## src/rtl/bip_core_param.sv

```systemverilog
// Width-generic accumulator core: FETCH/EXEC/MEM/HALT sequencer with a saturating retire counter.
// Latency: immediate/NOP/branch 2 cycles, memory op 3 cycles plus data-memory wait cycles.
// Backpressure: stalls in MEM with the request held until Ack_DM; optional branches under BIP_BRANCH_EN.
module bip_core_param #(
    parameter int DW    = 16,
    parameter int OPC_W = 5,
    parameter int IM_AW = 11,
    parameter int DM_AW = 11,
    parameter int CNT_W = 16
) (
    input  logic             clk,
    input  logic             Clear,
    output logic [IM_AW-1:0] Addr,
    input  logic [DW-1:0]    Data,
    output logic [DM_AW-1:0] Addr_DM,
    output logic [DW-1:0]    In_Data,
    input  logic [DW-1:0]    Out_Data,
    output logic             WrRam,
    output logic             RdRam,
    input  logic             Ack_DM,
    output logic             Halted,
    output logic [DW-1:0]    Acc,
    output logic [CNT_W-1:0] Retired
);

    localparam logic [OPC_W-1:0] OP_HLT  = OPC_W'(5'b00000);
    localparam logic [OPC_W-1:0] OP_STO  = OPC_W'(5'b00001);
    localparam logic [OPC_W-1:0] OP_LD   = OPC_W'(5'b00010);
    localparam logic [OPC_W-1:0] OP_LDI  = OPC_W'(5'b00011);
    localparam logic [OPC_W-1:0] OP_ADD  = OPC_W'(5'b00100);
    localparam logic [OPC_W-1:0] OP_ADDI = OPC_W'(5'b00101);
    localparam logic [OPC_W-1:0] OP_SUB  = OPC_W'(5'b00110);
    localparam logic [OPC_W-1:0] OP_SUBI = OPC_W'(5'b00111);
`ifdef BIP_BRANCH_EN
    localparam logic [OPC_W-1:0] OP_BEQ  = OPC_W'(5'b01000);
    localparam logic [OPC_W-1:0] OP_BNE  = OPC_W'(5'b01001);
    localparam logic [OPC_W-1:0] OP_JMP  = OPC_W'(5'b01010);
`endif

    typedef enum logic [1:0] {S_FETCH, S_EXEC, S_MEM, S_HALT} state_t;

    state_t           state;
    logic [IM_AW-1:0] pc;
    logic [DW-1:0]    ir;
    logic [DW-1:0]    acc;
    logic [CNT_W-1:0] retired;

    logic [OPC_W-1:0] opc;
    logic [DW-1:0]    imm;
    logic [DM_AW-1:0] dm_addr;
    logic [IM_AW-1:0] pc_inc;
    logic [CNT_W-1:0] retired_inc;

    assign opc         = ir[OPC_W-1:0];
    assign imm         = {{OPC_W{ir[DW-1]}}, ir[DW-1:OPC_W]};
    assign dm_addr     = ir[OPC_W +: DM_AW];
    assign pc_inc      = pc + IM_AW'(1);
    assign retired_inc = (retired == {CNT_W{1'b1}}) ? retired : retired + CNT_W'(1);

`ifdef BIP_BRANCH_EN
    logic             acc_zero;
    logic [IM_AW-1:0] target;
    assign acc_zero = (acc == '0);
    assign target   = ir[OPC_W +: IM_AW];
`endif

    always_ff @(posedge clk) begin
        if (Clear) begin
            state   <= S_FETCH;
            pc      <= '0;
            ir      <= '0;
            acc     <= '0;
            retired <= '0;
            Addr_DM <= '0;
            WrRam   <= 1'b0;
            RdRam   <= 1'b0;
            Halted  <= 1'b0;
        end else begin
            case (state)
                S_FETCH: begin
                    ir    <= Data;
                    state <= S_EXEC;
                end
                S_EXEC: begin
                    case (opc)
                        OP_HLT: begin
                            state   <= S_HALT;
                            Halted  <= 1'b1;
                            retired <= retired_inc;
                        end
                        OP_LDI, OP_ADDI, OP_SUBI: begin
                            if (opc == OP_LDI)       acc <= imm;
                            else if (opc == OP_ADDI) acc <= acc + imm;
                            else                     acc <= acc - imm;
                            pc      <= pc_inc;
                            retired <= retired_inc;
                            state   <= S_FETCH;
                        end
                        OP_STO: begin
                            Addr_DM <= dm_addr;
                            WrRam   <= 1'b1;
                            state   <= S_MEM;
                        end
                        OP_LD, OP_ADD, OP_SUB: begin
                            Addr_DM <= dm_addr;
                            RdRam   <= 1'b1;
                            state   <= S_MEM;
                        end
`ifdef BIP_BRANCH_EN
                        OP_BEQ, OP_BNE, OP_JMP: begin
                            if ((opc == OP_JMP) ||
                                (opc == OP_BEQ && acc_zero) ||
                                (opc == OP_BNE && !acc_zero))
                                pc <= target;
                            else
                                pc <= pc_inc;
                            retired <= retired_inc;
                            state   <= S_FETCH;
                        end
`endif
                        default: begin
                            pc      <= pc_inc;
                            retired <= retired_inc;
                            state   <= S_FETCH;
                        end
                    endcase
                end
                S_MEM: begin
                    // Request, address and write data stay put until the RAM acknowledges.
                    if (Ack_DM) begin
                        case (opc)
                            OP_LD:   acc <= Out_Data;
                            OP_ADD:  acc <= acc + Out_Data;
                            OP_SUB:  acc <= acc - Out_Data;
                            default: acc <= acc;
                        endcase
                        WrRam   <= 1'b0;
                        RdRam   <= 1'b0;
                        pc      <= pc_inc;
                        retired <= retired_inc;
                        state   <= S_FETCH;
                    end
                end
                S_HALT: begin
                    state <= S_HALT;
                end
                default: state <= S_FETCH;
            endcase
        end
    end

    assign Addr    = pc;
    assign In_Data = acc;
    assign Acc     = acc;
    assign Retired = retired;

endmodule

```

## config.mk

```make
export PLATFORM = sky130hd
export DESIGN_NAME = bip_core_param
export DESIGN_NICKNAME = d
export VERILOG_FILES = /design/src/rtl/bip_core_param.sv
export SDC_FILE = /design/constraint.sdc
export NUM_CORES = 1
export LEC_CHECK = 0
export ABC_AREA = 1
export CAP_MARGIN = 30
export CORE_ASPECT_RATIO = 1.75
export CORE_UTILIZATION = 35
export DETAILED_ROUTE_END_ITERATION = 16
export GPL_TIMING_DRIVEN = 0
export RECOVER_POWER = 25
export SLEW_MARGIN = 20
export SYNTH_ARGS = -nofsm -noshare
export SYNTH_HDL_FRONTEND = slang
export SYNTH_SLANG_ARGS = --single-unit
```

## constraint.sdc

```tcl
create_clock -name clk -period 3.82 [get_ports clk]
set_input_delay 0.764 -clock clk [delete_from_list [all_inputs] [get_ports clk]]
set_output_delay 0.764 -clock clk [all_outputs]
set_load 0.005 [all_outputs]
```

==> results.py <==
metrics = {
    "run_status": {
        "status": "completed",
    },
    "routing": {
        "drt-initial-drc-count": 275,
        "first_pass_iters": 5,
        "vias": 6543,
        "drc": 0,
        "routed_wl_um": 19540,
        "drtAntennaViolNets": 0,
        "drt-wirelength-per-cell_um": 14.96,
        "viasPerCell": 5.010,
    },
    "grt": {
        "antenna_found_initial": 0,
        "grt_start_max_net_pins": 14,
        "first_global_vias": 6343,
        "grt_pass1_wl_um": 31000,
        "track_usage_pct": 22.48,
        "overflow": 0,
    },
    "cts": {
        "postCtsResizedCells": 0,
        "numCtsBuffers": 9,
        "cts_hold_buf": 0,
        "cts_tree": "yes",
        "ctsLongestPathBuffers": 2,
        "clk_latency_ps": 340,
        "post_cts_buffers": 0,
        "root_buffer": "clkbuf_16",
        "clock-sinks": 75,
        "htree_levels": 3,
        "clk_pin_slew_ps": 60,
    },
    "placement": {
        "gp_congestion": 0.9074,
        "placed_area_sq_um": 7465,
        "io_buffers": 107,
        "place_hpwl_um": 15900,
    },
    "final_layout": {
        "final_layout_size_suffix_gt1_share_pct": 7.136,
        "fin_area_sq_um": 7830,
        "fillCellCount": 1854,
        "diodes": 0,
        "nets": 1149,
        "area_delta_synth_final_pct": 28.16,
    },
    "worst_setup_path": {
        "cp_slowest_stage_delay_ps": 470,
        "cp.arrival_ps": 3700,
        "required_ps": 4040,
        "cp-start-kind": "primary input",
        "worst-path-buf-inv": 3,
        "cp_top_family": "simple AND/OR/NAND/NOR gates",
        "crit_type": "in2reg",
        "slowest_stage": "clkdlybuf4s50_1",
        "cp-end-kind": "register",
        "path_cells": "clkdlybuf4s50_1 -> inv_1 -> ha_1 -> nand2_1 -> nor3_2 -> nand2_1 -> nor2_2 -> a31oi_1 -> xor2_1 -> inv_1 -> ha_1 -> nand2_1 -> nand2_1 -> o21bai_1 -> a21oi_1 -> nand2_1 -> nand2_1 -> nand3_1 -> a21oi_1 -> a21oi_1",
        "crit_top_cell": "nand2_1",
        "critPathMaxFanout": 4,
    },
    "floorplanning": {
        "start_util_pct": 35.88,
        "die_width_um": 101.9,
        "dieArea_sq_um": 18010,
        "core_area_sq_um": 17030,
        "die_y_um": 176.8,
        "io_pins": 108,
        "num_rows": 63,
    },
    "logic_synthesis": {
        "synth.distinct_cells": 49,
        "synth_area_sq_um": 6110,
        "syn_area_per_cell_sq_um": 6.391,
        "synth_cells": 956,
        "synth_ff_type": "dfxtp_1",
        "syn_nets": 1031,
        "synth.ff_latch_count": 75,
        "seq_area_frac_synth_pct": 24.58,
        "synth_warnings": 0,
        "ys_async_sr_fraction_pct": 0,
        "synth-edff-count": 0,
    },
    "sta": {
        "fin_crit_ps": 3476,
        "max_slew_margin_pct": 56.35,
        "worst_pin_slew_ps": 648.8,
        "tns_ps": 0,
        "drv_slew": 0,
        "fmax_mhz": 287.7,
        "finalCritPeriodShare_pct": 90.98,
        "hold_violations": 0,
        "fin_skew_ps": 11.24,
        "finalSetupViolCount": 0,
    },
    "worst_hold_path": {
        "holdCritPathClass": "reg2reg",
    },
    "power": {
        "ir_drop_uv": 388.7,
        "p_leak_nw": 3.592,
        "p_per_area_nw_per_um2": 781.4,
    },
    "job": {
        "drv_cap": 0,
    },
}
==> registers in the layout, indices dropped and copies added, names as in the netlist <==
register / count
WrRam: 1
Acc: 16
Addr: 11
ir: 16
RdRam: 1
Addr_DM: 11
state: 2
Retired: 16
Halted: 1
==> stage by stage <==
stage / utilization, % / cells / power [mW] / setup slack (ps) / hold slack, ps
4_1_cts: 45.85 / 1306 / 6.150 / 143.4 / 466.5
6_report: 45.99 / 1306 / 6.118 / 344.5 / 461.9
3_3_place_gp: 43.84 / 1290 / 5.111 / -204.2 / 453.9
2_1_floorplan: - / 956 / 3.926 / 876.4 / 446.6
5_1_grt: 45.99 / 1306 / 6.690 / -9.627 / 482.3
3_5_place_dp: 43.84 / 1290 / 5.144 / -199.6 / 457.3
==> final timing paths <==
path                       startpoint                   end  slack [ps]  cells past startpoint
setup / recovery          Out_Data[0]  Acc[13]$_SDFFE_PP0P_         340                     20
hold / removal    Halted$_SDFFE_PP0P_   Halted$_SDFFE_PP0P_         460                      2
setup reg to reg   ir[2]$_SDFFE_PP0N_  Acc[15]$_SDFFE_PP0P_         470                     21
hold reg to reg   Halted$_SDFFE_PP0P_   Halted$_SDFFE_PP0P_         460                      2
==> layout make-up <==
class / instances / area [sq um] / share of cell area, %
Clock inverter: 6 / 112.6 / 1.438
Inverter: 130 / 503.0 / 6.424
Multi-Input combinational cell: 710 / 3880 / 49.55
Timing Repair Buffer: 107 / 1071 / 13.68
Sequential cell: 75 / 1501 / 19.18
Clock buffer: 10 / 229.0 / 2.924
Buffer: 41 / 249.0 / 3.180
Tap cell: 227 / 284.0 / 3.627
==> cells in the mapped netlist (all sizes together) (3+ instances only) <==
library cell,instances,area share (%)
a21o,3,0.37
a21oi,109,8.9
a31oi,5,0.51
buf,27,3.2
clkbuf,14,0.88
clkinv,3,0.20
dfxtp,75,25
ha,38,7.8
inv,126,7.7
nand2,209,13
nand3,59,5.3
nand3b,6,0.74
nand4,7,0.72
nor2,101,7.1
nor3,19,1.8
nor4,5,0.51
o211ai,7,0.86
o21a,5,0.61
o21ai,79,6.6
o21bai,4,0.49
or2,3,0.31
xnor2,9,1.3
xor2,30,4.3
==> report_power, final <==
part           switching (mW)  internal [mW]
clock network           0.350          0.641
registers               0.262          0.981
logic                    2.33           1.55
==> kinds of logic (layout without fill, tap and decap cells) <==
kind of cell / after synthesis / count (layout) / synth area share [%]
AND/OR/NAND/NOR: 413 / 413 / 29.96
AO/OA/AOI/OAI: 218 / 218 / 19.13
buffers and inverters: 171 / 294 / 12.31
flip-flops: 75 / 75 / 24.58
adder cells (fa/ha/maj): 40 / 40 / 8.438
XOR/XNOR: 39 / 39 / 5.591
==> layer usage <==
metal  wire, um  share of wire, %  track usage (%)  vias up
li1           -                 -                -     3343
met1       7348                38            23.02     2990
met2      10630                54            43.52      166
met3        707               3.6            2.765       44
met4        859               4.4            10.89        0
met5          0                 0                0        -
==> worst reg2reg max path, cell delays in order, from the launching register on <==
cell and delay [ps]:
dfxtp_1 350, inv_1 100, nor2_4 170, nand3_1 410
bufinv_8 370, o21ai_2 70, nor2_1 200, o21ai_0 160
xor2_1 170, ha_1 360, nand2_2 130, inv_1 40
nand2_1 50, nand2_1 40, inv_1 50, nand2_1 60
inv_1 50, nand2_1 40, nand3_1 80, nand3_2 110
a21oi_2 160, a21oi_1 70
==> placed cells by master (no fill, tap or decap), drive strengths merged, types with 2 or more instances in the layout <==
cell           synthesis  final
o211ai                 7      7
inv                  126    127
o21ai                 79     79
nor3b                  2      2
buf                   27     27
clkbuf                14     24
xnor2                  9      9
clkdlybuf4s50          0     77
dfxtp                 75     75
o21a                   5      5
ha                    38     38
nand3b                 6      6
o21bai                 4      4
o31ai                  2      2
bufinv                 1      4
a21o                   3      3
nor3                  19     19
nor2                 101    101
a21boi                 2      2
nor4                   5      5
a21oi                109    109
nand3                 59     59
xor2                  30     30
fa                     2      2
clkinv                 3      5
dlygate4sd3            0     30
or2                    3      3
nand4                  7      7
a31oi                  5      5
nand2                209    209
Power figures use the tool's default switching activity.
